==> src/rtl/ifetch_pkg.sv <==
// Shared types and constants for the instruction-fetch responder.
package ifetch_pkg;

  typedef enum logic [1:0] {
    ST_IDLE = 2'd0,
    ST_WAIT = 2'd1,
    ST_DROP = 2'd2
  } state_e;

  localparam logic [1:0] FAULT_NONE     = 2'b00;
  localparam logic [1:0] FAULT_TIMEOUT  = 2'b01;
  localparam logic [1:0] FAULT_MISALIGN = 2'b10;

  localparam logic [31:0] NOP_INST = 32'h0000_0013;

  typedef struct packed {
    logic [31:0] addr;
    logic [31:0] inst;
    logic [1:0]  fault;
  } fetch_entry_t;

  localparam int ENTRY_W = $bits(fetch_entry_t);

  function automatic logic [31:0] word_addr(input logic [31:0] a);
    return {a[31:2], 2'b00};
  endfunction

endpackage

==> src/rtl/ifetch_fifo.sv <==
// Synchronous FIFO with push, pop, clear, count, full and empty.
module ifetch_fifo #(
  parameter int DEPTH = 2,
  parameter int WIDTH = 8,
  localparam int AW = $clog2(DEPTH),
  localparam int CW = AW + 1
) (
  input  logic             clk_i,
  input  logic             rst_i,
  input  logic             clr_i,
  input  logic             push_i,
  input  logic [WIDTH-1:0] din_i,
  input  logic             pop_i,
  output logic [WIDTH-1:0] dout_o,
  output logic [CW-1:0]    count_o,
  output logic             full_o,
  output logic             empty_o
);

  logic [WIDTH-1:0] mem_q [DEPTH];
  logic [AW-1:0]    wr_ptr_q;
  logic [AW-1:0]    rd_ptr_q;
  logic [CW-1:0]    count_q;
  logic             do_push;
  logic             do_pop;

  assign full_o  = (count_q == CW'(DEPTH));
  assign empty_o = (count_q == '0);
  assign count_o = count_q;
  assign dout_o  = mem_q[rd_ptr_q];

  assign do_push = push_i & ~full_o;
  assign do_pop  = pop_i & ~empty_o;

  // Power-of-two depth lets the pointers wrap naturally.
  always_ff @(posedge clk_i) begin
    if (rst_i || clr_i) begin
      wr_ptr_q <= '0;
      rd_ptr_q <= '0;
      count_q  <= '0;
    end else begin
      if (do_push) wr_ptr_q <= wr_ptr_q + 1'b1;
      if (do_pop)  rd_ptr_q <= rd_ptr_q + 1'b1;
      unique case ({do_push, do_pop})
        2'b10:   count_q <= count_q + 1'b1;
        2'b01:   count_q <= count_q - 1'b1;
        default: count_q <= count_q;
      endcase
    end
  end

  always_ff @(posedge clk_i) begin
    if (do_push) mem_q[wr_ptr_q] <= din_i;
  end

endmodule

==> src/rtl/ifetch_resp.sv <==
// Fetch responder: one memory read at a time, timeout, result FIFO, flush.
// Optional IFETCH_MISALIGN_CHK_EN faults misaligned requests without a read.
module ifetch_resp
  import ifetch_pkg::*;
#(
  parameter int FIFO_DEPTH  = 2,
  parameter int TIMEOUT_CYC = 16
) (
  input  logic        clk_sys_i,
  input  logic        rst_sys_i,
  input  logic        req_valid_i,
  input  logic [31:0] req_addr_i,
  output logic        req_ready_o,
  input  logic        flush_i,
  output logic        mem_rd_o,
  output logic [31:0] mem_addr_o,
  input  logic [31:0] mem_rdata_i,
  input  logic        mem_ack_i,
  output logic        inst_valid_o,
  output logic [31:0] inst_o,
  output logic [31:0] inst_addr_o,
  output logic [1:0]  inst_fault_o,
  input  logic        inst_ready_i
);

  localparam int CW = $clog2(FIFO_DEPTH) + 1;
  localparam logic [7:0] TMO_LAST = 8'(TIMEOUT_CYC - 1);

  state_e       state_q;
  logic         mem_rd_q;
  logic [31:0]  mem_addr_q;
  logic [31:0]  req_addr_q;
  logic [7:0]   tmo_q;

  logic         accept;
  logic         misalign;
  logic         tmo_hit;
  logic         push_c;
  fetch_entry_t push_entry;
  fetch_entry_t head;
  logic [ENTRY_W-1:0] fifo_dout;
  logic [CW-1:0] fifo_count;
  logic         fifo_full;
  logic         fifo_empty;
  logic         fifo_pop;

  assign req_ready_o = (state_q == ST_IDLE) & ~flush_i &
                       (int'(fifo_count) < FIFO_DEPTH);
  assign accept  = req_valid_i & req_ready_o;
  assign tmo_hit = (tmo_q == TMO_LAST);

`ifdef IFETCH_MISALIGN_CHK_EN
  assign misalign = |req_addr_i[1:0];
`else
  assign misalign = 1'b0;
`endif

  always_comb begin
    push_c     = 1'b0;
    push_entry = '{addr: req_addr_q, inst: mem_rdata_i, fault: FAULT_NONE};
    if (state_q == ST_WAIT && !flush_i) begin
      if (mem_ack_i) begin
        push_c = 1'b1;
      end else if (tmo_hit) begin
        push_c           = 1'b1;
        push_entry.inst  = NOP_INST;
        push_entry.fault = FAULT_TIMEOUT;
      end
    end
    if (state_q == ST_IDLE && accept && misalign) begin
      push_c     = 1'b1;
      push_entry = '{addr: req_addr_i, inst: NOP_INST, fault: FAULT_MISALIGN};
    end
  end

  // WAIT and DROP share completion; only WAIT produces a result.
  always_ff @(posedge clk_sys_i) begin
    if (rst_sys_i) begin
      state_q    <= ST_IDLE;
      mem_rd_q   <= 1'b0;
      mem_addr_q <= '0;
      req_addr_q <= '0;
      tmo_q      <= '0;
    end else begin
      unique case (state_q)
        ST_IDLE: begin
          if (accept && !misalign) begin
            mem_addr_q <= word_addr(req_addr_i);
            req_addr_q <= req_addr_i;
            mem_rd_q   <= 1'b1;
            tmo_q      <= '0;
            state_q    <= ST_WAIT;
          end
        end
        ST_WAIT, ST_DROP: begin
          if (mem_ack_i || tmo_hit) begin
            mem_rd_q <= 1'b0;
            state_q  <= ST_IDLE;
          end else begin
            tmo_q <= tmo_q + 8'd1;
            if (flush_i) state_q <= ST_DROP;
          end
        end
        default: state_q <= ST_IDLE;
      endcase
    end
  end

  assign fifo_pop = inst_valid_o & inst_ready_i;

  ifetch_fifo #(
    .DEPTH (FIFO_DEPTH),
    .WIDTH (ENTRY_W)
  ) u_fifo (
    .clk_i   (clk_sys_i),
    .rst_i   (rst_sys_i),
    .clr_i   (flush_i),
    .push_i  (push_c & ~fifo_full),
    .din_i   (push_entry),
    .pop_i   (fifo_pop),
    .dout_o  (fifo_dout),
    .count_o (fifo_count),
    .full_o  (fifo_full),
    .empty_o (fifo_empty)
  );

  assign head         = fifo_dout;
  assign inst_valid_o = ~fifo_empty;
  assign inst_o       = inst_valid_o ? head.inst  : '0;
  assign inst_addr_o  = inst_valid_o ? head.addr  : '0;
  assign inst_fault_o = inst_valid_o ? head.fault : '0;
  assign mem_rd_o     = mem_rd_q;
  assign mem_addr_o   = mem_addr_q;

endmodule

==> config.mk <==
export PLATFORM = sky130hd
export DESIGN_NAME = ifetch_resp
export DESIGN_NICKNAME = d
export VERILOG_FILES = /design/src/rtl/ifetch_pkg.sv /design/src/rtl/ifetch_fifo.sv /design/src/rtl/ifetch_resp.sv
export SDC_FILE = /design/constraint.sdc
export NUM_CORES = 1
export LEC_CHECK = 0
export BUFFER_PORTS_ARGS = -buffer_cell sky130_fd_sc_hd__buf_2
export CAP_MARGIN = 0
export CORE_MARGIN = 2
export CORE_UTILIZATION = 46
export DETAILED_ROUTE_END_ITERATION = 6
export GPL_ROUTABILITY_DRIVEN = 0
export HOLD_SLACK_MARGIN = 0.05
export PLACE_DENSITY_LB_ADDON = 0.08
export SETUP_SLACK_MARGIN = 0.1
export SYNTH_ARGS = -nofsm -noshare
export SYNTH_HDL_FRONTEND = slang
export SYNTH_HIERARCHICAL = 1
export SYNTH_SLANG_ARGS = --single-unit
==> constraint.sdc <==
create_clock -name clk_sys_i -period 3.2 [get_ports clk_sys_i]
set_input_delay 0.48 -clock clk_sys_i [delete_from_list [all_inputs] [get_ports clk_sys_i]]
set_output_delay 0.48 -clock clk_sys_i [all_outputs]
set_load 0.02 [all_outputs]
### Word level (Yosys, flattened, before mapping)

Memories as Yosys holds them, arrays and structs flattened. A register that Yosys moved wholly into a read port is not among the register bits.
Index checks and enable logic that the tools add are counted.
Widths: inputs -> output; s select.

| storage, ports and cells | value |
|---|---|
| register bits | 77 |
| bits in writable memories | 132 |
| input port bits | 70 |
| output and inout port bits | 101 |
| memories kept | 1 |

Memory list:

| name | words | width | rd ports | clocked after Yosys merged registers in | wr ports | line | text |
|---|---|---|---|---|---|---|---|
| u_fifo.mem_q | 2 | 66 | 1 | 1 | 1 | ifetch_fifo.sv:20 | `logic [WIDTH-1:0] mem_q [DEPTH];` |

| cells by class | value |
|---|---|
| add/subtract/negate cells | 5 |
| order comparisons | 1 |
| eq/ne operators | 10 |
| multiplexer cells | 24 |
| bitwise gates (word level) | 10 |
| reduce and logical (&&, ||, !) cells | 13 |

Operators with widths:

| cell | number |
|---|---|
| $mux 34 | 3 |
| $mux 32 | 2 |
| $mux 8 | 2 |
| $pmux 8 s2 | 1 |
| $mux 1 | 9 |
| $add 8x1->8 const B | 1 |
| $eq 8x4->1 const B | 1 |
| $mux 2 | 4 |
| $pmux 2 s2 | 2 |
| $and 1x1->1 | 7 |
| $eq 2x2->1 const B | 3 |
| $ne 2x2->1 const B | 3 |
| $reduce_and 3->1 | 2 |
| $eq 2x1->1 const B | 2 |
| $logic_not 2->1 | 2 |
| $reduce_and 2->1 | 2 |
| $reduce_bool 2->1 | 2 |
| $ne 3x3->1 const B | 1 |
| $not 1->1 | 3 |
| $add 1x1->1 const B | 2 |
| $add 2x1->2 const B | 1 |
| $logic_or 1x1->1 | 2 |
| $lt 2x2->1 const B | 1 |
| $pmux 1 s2 | 1 |
| other kinds (4) | 4 |

### Logic depth before layout (Yosys ltp)

Gate-level depths: netlist of the first run.

| logic depth | value |
|---|---|
| depth in word-level cells | 8 |
| mapped depth | 9 |
| depth with buffers taken out | 9 |

### Modules after synthesis

The synthesis of the first run kept the hierarchy.

By module, submodules not included:

| module | times used | cells each | area an instance (µm²) | seq. area each (µm²) |
|---|---|---|---|---|
| ifetch_fifo | 1 | 232 | 4972.3 | 4063.9 |
| ifetch_resp | 1 | 366 | 2712.6 | 860.8 |

### Worst setup path before layout of the first run

No wires, ideal clock.

| timing | value |
|---|---|
| path kind | register to register |
| start | register tmo_q[4] |
| end | memory u_fifo/mem_q[0][0] in the netlist's numbering, enable pin |
| library setup time | 0.420 ns |
| arrival time | 3.076 ns |
| slack | -0.296 ns |
| cell stages (with the launch flop) | 7 |
| buffers on the path | 0 |
| cell sequence | dfxtp_1 or4_4 o21a_4 nor3_1 inv_1 or3_1 inv_1 |

| between the ends | value |
|---|---|
| cells in the longest elaborated chain, start to end | 8 |

RTL lines:

| what | line | text |
|---|---|---|
| start, declared | ifetch_resp.sv:33 | `logic [7:0] tmo_q;` |
| start signal, assigned | ifetch_resp.sv:100 | `tmo_q <= tmo_q + 8'd1;` |
| $eq 8x4->1 | ifetch_resp.sv:50 | `assign tmo_hit = (tmo_q == TMO_LAST);` |
| $mux 1 | ifetch_resp.sv:64 | `end else if (tmo_hit) begin` |
| $mux 1 | ifetch_resp.sv:62 | `if (mem_ack_i) begin` |
| $mux 1 | ifetch_resp.sv:61 | `if (state_q == ST_WAIT && !flush_i) begin` |
| $and 1x1->1 | ifetch_resp.sv:118 | `.push_i (push_c & ~fifo_full),` |
| $and 1x1->1 | ifetch_fifo.sv:32 | `assign do_push = push_i & ~full_o;` |
| $mux 1 | ifetch_fifo.sv:53 | `if (do_push) mem_q[wr_ptr_q] <= din_i;` |
| $mux 1 (not written as such) | ifetch_fifo.sv:53 |  |
| end, declared | ifetch_fifo.sv:20 |  |

No other way between the ends.

### Worst setup path after layout of the first run

| timing | value |
|---|---|
| start | register tmo_q[4] |
| end | memory u_fifo/mem_q[0][14] in the netlist's numbering, enable pin |

Same word-level chain as after synthesis.

==> flow_summary.yaml, run 1 <==
clocking:
  cts_resized: 0
  cts.hold.buffers_added: 0
  cts.sinks: 180
  htree_num_levels: 4
  insertion_delay_ps: 410
  clk_pin_slew_ps: 60
  root_buffer: "clkbuf_16"
  cts_made_buffers: 17
  clockBufferDepth: 2
  cts_tree: "done"
  cts_setup_buffers: 0
power:
  p_leak_nw: 3.54
  peakVddDrop_v: 0.000353
  powerDensity_nw_per_um2: 564
timing:
  fin_skew_ps: 4.83
  finalSetupViolations: 0
  fin_crit_ps: 2640
  slew_headroom_pct: 65.5
  setup_tns_ps: 0
  slew_violations: 0
  rsz0062_at_grt: "no"
  final-hold-violation-count: 0
  period_share_pct: 82.4
  worst_slew_pin_slew_ps: 517
  max_freq_ghz: 0.379
critical_path:
  crit_path_max_fanout: 37
  timing_worst_setup_path_type: "register to register"
  end_kind: "register"
  cp.required_ps: 3310
  cp.arrival_ps: 2740
  start_kind: "register"
routing:
  wl_um: 15200
  vias: 4784
  detail_route.wl_per_cell_um: 15.7
  final_antenna_net_count: 0
  drc: 0
  drt_iter0_markers: 210
  via_per_inst: 4.92
  drtPass1Iterations: 4
yosys:
  yosys_warnings: 6
  synth.area.top_cells: "edfxtp_1 (52%), dfxtp_1 (13%), mux2_2 (9.8%)"
  synth_area_um2: 7680
  yosys.area.top_type: "edfxtp_1"
  ys_top_cells_by_count: "edfxtp_1 (132), nor2b_1 (99), nand2_1 (71), mux2_2 (67), dfxtp_1 (48)"
  synth_top_area_share_pct: 51.6
  synth_flop_cell: "edfxtp_1"
  syn_area_per_cell_um2: 12.9
  synth_most_common_cell: "edfxtp_1"
  seq_area_frac_synth_pct: 64.1
  async_flop_share_pct: 0
  synth_enable_flop_cells: 132
  ys_types: 44
  synthCells: 598
  synth-seq-cells: 180
floorplanning:
  fp.dieH_um: 133
  core_um2: 16500
  die_area_um2: 17800
  io_pins: 171
  die_x_um: 133
  start_util_pct: 46.7
  fp-row-count: 47
global_routing:
  grt_max_degree: 67
  grt_usage_pct: 17.4
  grt_pass1_vias: 4796
  antenna_found_initial: 1
  grt_pass1_wl_um: 24100
  gr-total-overflow: 0
min_path:
  hold_path_class: "input pin to register"
run_status:
  status: "finished clean"
final_layout:
  final_cells: 972
  fillCellCount: 1402
  area_growth_pct: 19.8
  layout.nets: 813
  drive_above_1_share_pct: 39.3
placed_design:
  dp_hpwl_um: 9710
  dp_cells: 939
  io_buffers: 168
flow_run:
  drv_cap: 0
logic make-up (layout without fill, tap and decap cells):
family / count (synthesis) / in the layout / share of synthesized area [%]
flops: 180 / 180 / 64.1
other cells: 1 / 5 / 0.0488
mux: 67 / 67 / 9.82
buf+inv: 71 / 221 / 5.23
compound gates: 63 / 63 / 4.92
simple gates: 207 / 207 / 14.6
xor+xnor: 4 / 4 / 0.456
fa+ha+maj: 5 / 5 / 0.814
through the flow:
| step | total power, mW | hold WS (ps) | setup WS (ps) | area, um^2 | util (%) |
|---|---|---|---|---|---|
| floorplan | 3.05 | 425 | 303 | 7700 | - |
| global placement | 3.19 | 434 | 583 | 8610 | 52.3 |
| detailed placement | 3.20 | 441 | 554 | 8610 | 52.3 |
| CTS | 5.25 | 277 | 543 | 9200 | 55.9 |
| global route | 5.39 | 284 | 408 | 9200 | 55.9 |
| finish | 5.19 | 296 | 562 | 9200 | 55.9 |
sequential cells by signal (all words and copies together), names as in the netlist, named ones only:
| name | flops |
|---|---|
| state_q | 2 |
| u_fifo/mem_q | 132 |
| req_addr_q | 32 |
| u_fifo/rd_ptr_q | 1 |
| mem_rd_o | 1 |
| tmo_q | 8 |
| u_fifo/count_o | 2 |
| u_fifo/wr_ptr_q | 1 |
cell type report:
class	count	area, um^2	share of cell area (%)
sequential	180	4930	53.5
multi-input combinational	350	2390	26.0
timing repair buffer	178	966	10.5
clock buffer	25	528	5.74
tap	220	275	2.99
clock inverter	7	67.6	0.734
inverter	11	45.0	0.489
antenna	1	2.50	0.0272
layout by cell type (no fill, tap or decap), types with 2 or more instances in the layout:
cell type	netlist	routed
buf_2	9	168
edfxtp_1	132	132
nor2b_1	99	99
nand2_1	71	71
mux2_2	67	67
dfxtp_1	48	47
a21oi_1	40	40
clkbuf_16	0	19
inv_1	10	9
nor2_1	7	6
buf_4	33	6
nand3_1	5	5
o21ai_0	5	5
ha_1	5	5
or2_2	4	4
nor3_1	4	4
or3_1	4	4
a31oi_1	4	4
conb_1	1	4
buf_12	0	4
xnor2_1	3	3
clkbuf_8	0	3
clkbuf_1	18	3
clkinvlp_4	0	3
nand2b_1	2	2
and3_1	3	2
a22o_2	2	2
a21o_2	2	2
clkinv_2	0	2
final timing paths:
check / startpoint / to / slack, ps / depth (start not counted)
max: tmo_q[4] / u_fifo/mem_q[0][14] / 560 / 7
min reg2reg: req_addr_q[1] / u_fifo/mem_q[0][35] / 450 / 0
max reg2reg: tmo_q[4] / u_fifo/mem_q[0][14] / 560 / 7
min: req_addr_i[13] / req_addr_q[13] / 300 / 3
critical path, cell delays in order (launching register included):
cell	delay, ps
dfxtp_1	350
or4_4	600
o21a_4	260
nor3_1	230
inv_1	90
or3_1	410
clkinvlp_4	140
buf_12	230
where the power goes:
part,internal [mW],switching [mW]
Clock,1.23,0.819
Sequential,2.60,0.0458
Combinational,0.199,0.300
Total,4.03,1.17
per-layer routing:
metal  wire length [um]  share of wire [%]  GRT usage, %  vias up
li1                   -                  -             -     2324
met1               6860                 45          22.1     2299
met2               7240                 47          28.7      138
met3                793                5.2          4.19       23
met4                347                2.3          7.57        0
met5                  0                  0             0        -
No activity file was read; power rests on OpenSTA's default activity.
==> inputs of run 2 (changes only) <==
- clock period: 3.2 -> 2.5 ns (I/O delays scaled with it)
==> run 2 against run 1 <==
Compared with the run above: critical path depth rose by 1; fmax up 9.0%; routed wire length up 6.3%; largest power group unchanged.
==> flow_summary.yaml, run 2 (synthesis results as in run 1) <==
final_layout:
  reg_top3: "u_fifo/mem_q x132, req_addr_q x32, tmo_q x8"
  n_antenna_cell: 0
  layout.nets: 832
  layout_commonest_cell: "buf_2"
  drive_above_1_share_pct: 41.6
  largest_reg_flops: 132
  fillCellCount: 1404
  final_cell_mix: "buf_2 (168), edfxtp_1 (132), nor2b_1 (99), nand2_1 (71), mux2_2 (67)"
  multi_input_area_um2: 2430
  regMostFlops: "u_fifo/mem_q"
  area_growth_pct: 23.8
  area.sequential_um2: 4930
  finalCoreUtilization_pct: 57.8
power:
  clockPowerShare_pct: 38.0
  internal_power_mw: 5.11
  power_frac_comb_pct: 10.8
  swShare_pct: 23.0
  powerDensity_nw_per_um2: 697
  power_frac_seq_pct: 51.2
  p_leak_nw: 3.67
  p_sw_mw: 1.52
  peakVddDrop_v: 0.000497
critical_path:
  end_kind: "register"
  regToRegEndpoint: "u_fifo/mem_q[0][3]"
  ff2ff_setup_slack_ps: 80
  slowest_delay_ps: 520
  start_kind: "register"
  timing_worst_setup_path_type: "register to register"
  cp_slowest_cell: "or4_4"
  path_cells: "or4_4 > o21a_4 > nor3_4 > inv_2 > or3_4 > clkinvlp_4 > buf_12 > clkbuf_16"
  cp.required_ps: 2640
  crit_path_max_fanout: 6
  cp.arrival_ps: 2560
  r2r-start: "tmo_q[5]"
  worst-r2r-cell-count: 8
global_routing:
  antenna_found_initial: 0
  grt_max_degree: 57
  grt_pass1_vias: 4946
  gr-total-overflow: 0
  grt_pass1_wl_um: 24800
  grt_usage_pct: 18.0
floorplanning:
  fp.dieH_um: 133
  core_um2: 16500
  fp-row-count: 47
  die_x_um: 133
  start_util_pct: 46.7
  io_pins: 171
  die_area_um2: 17800
routing:
  wl_um: 16200
  final_antenna_net_count: 0
  via_per_inst: 4.91
  detail_route.wl_per_cell_um: 16.4
  drtPass1Iterations: 4
  drc: 0
  drt_iter0_markers: 237
  vias: 4859
min_path:
  min-delay-start: "req_addr_i[7]"
  holdPathEnd: "req_addr_q[7]"
  holdPathStages: 3
  hold_path_class: "input pin to register"
placed_design:
  dp_slack_ps: 137
  io_buffers: 168
  dp_hpwl_um: 10000
clocking:
  insertion_delay_ps: 420
  root_buffer: "clkbuf_16"
  cts.hold.buffers_added: 0
  clockBufferDepth: 2
  cts_made_buffers: 17
  cts.sinks: 180
  cts_tree: "done"
  htree_num_levels: 4
  clk_pin_slew_ps: 60
timing:
  final-hold-violation-count: 0
  setup_tns_ps: 0
  slew_violations: 0
  setup_ws_ps: 78.9
  rsz0062_at_grt: "yes"
  hold_ws_ps: 184
  max_freq_ghz: 0.413
  finalSetupViolations: 0
  period_share_pct: 96.8
  fin_crit_ps: 2420
  fin_skew_ps: 10.1
flow_run:
  drv_cap: 0
run_status:
  status: "finished clean"
==> run 2: cell types whose count changed in the layout (fill, tap and decap cells not counted), sizes merged <==
cell    before  now
diode        1    0
buf        178  192
clkbuf      25   30
==> run 2: final cells by class <==
type                       instances  share of cell area (%)
sequential                       180                    51.8
multi-input combinational        350                    25.6
timing repair buffer             197                    13.4
clock buffer                      25                    5.12
tap                              220                    2.89
clock inverter                     7                   0.763
inverter                          11                   0.473
==> run 2: power by group through the flow <==
stage | Sequential [mW] | Clock (mW) | Combinational [mW]
2_1_floorplan | 3.44 | 0 | 0.466
3_3_place_gp | 3.45 | 0 | 0.636
3_5_place_dp | 3.46 | 0 | 0.648
4_1_cts | 3.39 | 2.57 | 0.652
5_1_grt | 3.40 | 2.71 | 0.789
6_report | 3.39 | 2.52 | 0.719
==> run 2: metal layers <==
layer,up-vias,GRT usage (%),part of all wire (%)
met5,-,0,0
met4,0,5.14,1.2
met3,15,4.87,5.1
met2,129,31.5,51
met1,2340,21.9,43
li1,2375,-,-
==> run 2: worst max-delay path by stage <==
| stage | from | endpoint | slack, ps | depth (start not counted) |
|---|---|---|---|---|
| 2_1_floorplan | tmo_q[7] | u_fifo/mem_q[0][0] | -260 | 6 |
| 3_3_place_gp | tmo_q[7] | u_fifo/mem_q[0][13] | 150 | 7 |
| 3_5_place_dp | tmo_q[7] | u_fifo/mem_q[0][22] | 140 | 7 |
| 4_1_cts | tmo_q[7] | u_fifo/mem_q[0][35] | 130 | 7 |
| 5_1_grt | tmo_q[5] | u_fifo/mem_q[0][3] | -2 | 8 |
| 6_report | tmo_q[5] | u_fifo/mem_q[0][3] | 80 | 8 |
==> run 2: critical path: cells and delay by family, from the launching register on <==
kind	cells	cell delay, ps
buffers and inverters	4	460
DFF	1	340
AOI/OAI and AO/OA	1	240
and+or+nand+nor	3	1070
==> run 2: timing repair <==
item,4_1_cts,5_1_grt
resized for setup,0,8
setup endpoints to repair,0,67
setup buffers,0,5
==> run 2: through the flow <==
step / std cells / cell area (um^2) / power [mW]
2_1_floorplan: 601 / 7720 / 3.91
3_3_place_gp: 944 / 8690 / 4.08
3_5_place_dp: 944 / 8690 / 4.11
4_1_cts: 976 / 9250 / 6.61
5_1_grt: 990 / 9510 / 6.90
6_report: 990 / 9510 / 6.63
==> inputs of run 3 (changes only) <==
- CTS_BUF_LIST: unset -> sky130_fd_sc_hd__clkbuf_16
==> run 3 against run 2 <==
Compared with the run above: via count decreased by 0.19%; sequential power about the same; sequential share of layout area increased by 0.17 points; total power decreased by 0.91%; flip-flop and latch count unchanged; die area unchanged; first-iteration DRC count decreased by 1.3%; combinational power decreased by 0.7%; global-route usage about the same; hold slack improved by 3.4 ps; register-to-register slack about the same; largest power group unchanged; highest routed layer unchanged.
==> flow_summary.yaml, run 3 (synthesis results as in run 1) <==
timing:
  setup_ws_ps: 75.5
  slew_violations: 0
  fin_crit_ps: 2420
  finalSetupViolations: 0
  rsz0062_at_grt: "yes"
  final-hold-violation-count: 0
  fin_skew_ps: 6.58
  max_freq_ghz: 0.412
  period_share_pct: 97.0
final_layout:
  layout_commonest_cell: "buf_2"
  area_growth_pct: 23.4
  final_cell_mix: "buf_2 (168), edfxtp_1 (132), nor2b_1 (99), nand2_1 (71), mux2_2 (67)"
  finalCoreUtilization_pct: 57.6
  reg_top3: "u_fifo/mem_q x132, req_addr_q x32, tmo_q x8"
  regMostFlops: "u_fifo/mem_q"
  n_antenna_cell: 0
  layout.nets: 831
  drive_above_1_share_pct: 41.4
  final_area_um2: 9480
  largest_reg_flops: 132
  fillCellCount: 1408
clocking:
  cts_made_buffers: 17
  insertion_delay_ps: 420
  clockBufferDepth: 2
  htree_num_levels: 4
  root_buffer: "clkbuf_16"
  clk_pin_slew_ps: 60
  cts_tree: "done"
  cts.sinks: 180
  cts.hold.buffers_added: 0
critical_path:
  crit_path_max_fanout: 7
  cp.arrival_ps: 2560
  ff2ff_setup_slack_ps: 80
  timing_worst_setup_path_type: "register to register"
  start_kind: "register"
  cp_slowest_cell: "or4_4"
  cp.required_ps: 2630
  path_cells: "or4_4 > o21a_4 > nor3_4 > inv_2 > or3_4 > clkinvlp_4 > buf_12 > clkbuf_16"
  slowest_delay_ps: 520
  end_kind: "register"
placed_design:
  placed_cell_area_um2: 8690
  dp_hpwl_um: 10000
  io_buffers: 168
  dp_slack_ps: 137
floorplanning:
  core_um2: 16500
  start_util_pct: 46.7
  fp-row-count: 47
  die_x_um: 133
  fp.dieH_um: 133
  io_pins: 171
  die_area_um2: 17800
global_routing:
  antenna_found_initial: 0
  grt_max_degree: 57
  grt_pass1_wl_um: 24800
  grt_usage_pct: 18.0
  gr-total-overflow: 0
  grt_pass1_vias: 4954
power:
  p_leak_nw: 3.68
  powerDensity_nw_per_um2: 693
  peakVddDrop_v: 0.000495
min_path:
  hold_path_class: "input pin to register"
run_status:
  status: "finished clean"
routing:
  wl_um: 16200
  drt_iter0_markers: 234
  detail_route.wl_per_cell_um: 16.4
  via_per_inst: 4.90
  drc: 0
  drtPass1Iterations: 4
  vias: 4850
  final_antenna_net_count: 0
flow_run:
  drv_cap: 0
==> run 3: worst paths after layout <==
kind / startpoint / end / cells past startpoint
min: req_addr_i[7] / req_addr_q[7] / 3
max: tmo_q[5] / u_fifo/mem_q[0][48] / 8
min reg2reg: req_addr_q[0] / u_fifo/mem_q[1][34] / 0
max reg2reg: tmo_q[5] / u_fifo/mem_q[0][48] / 8
==> run 3: per-stage QoR <==
stage / power [mW] / cells / hold WS (ps) / setup TNS, ps
2_1_floorplan: 3.91 / 601 / 425 / -23020
3_5_place_dp: 4.11 / 944 / 454 / 0
6_report: 6.57 / 989 / 187 / 0
5_1_grt: 6.84 / 989 / 172 / -9.90
3_3_place_gp: 4.08 / 944 / 443 / 0
4_1_cts: 6.56 / 976 / 170 / 0
==> run 3: power by group <==
| group | switching [mW] | internal (mW) | leakage (nW) |
|---|---|---|---|
| Clock | 1.06 | 1.41 | 0.286 |
| Sequential | 0.0607 | 3.33 | 1.59 |
| Combinational | 0.405 | 0.309 | 1.80 |
| Total | 1.52 | 5.05 | 3.68 |
==> run 3: area by class of cell <==
cell class,instances,area (um^2),area share (%)
sequential,180,4930,52.0
multi-input combinational,350,2430,25.6
timing repair buffer,196,1250,13.2
clock buffer,18,450,4.75
tap,220,275,2.90
clock inverter,14,98.8,1.04
inverter,11,45.0,0.475
==> run 3: what timing repair did <==
item,in CTS,in global routing
gates resized for setup,0,9
setup buffers,0,5
hold endpoints to repair,0,0
setup endpoints to repair,0,67
==> run 3: routing by layer <==
| metal | wire (um) | vias to the layer above | GRT usage, % |
|---|---|---|---|
| met4 | 170 | 0 | 5.14 |
| li1 | - | 2376 | - |
| met5 | 0 | - | 0 |
| met1 | 6880 | 2324 | 21.9 |
| met3 | 866 | 16 | 4.87 |
| met2 | 8270 | 134 | 31.4 |
==> run 3: worst max-delay path: cells and delay by family, from the launching register on <==
family	cells	cell delay (ps)
AO/OA/AOI/OAI	1	240
AND/OR/NAND/NOR	3	1070
flip-flops	1	340
buffers and inverters	4	470
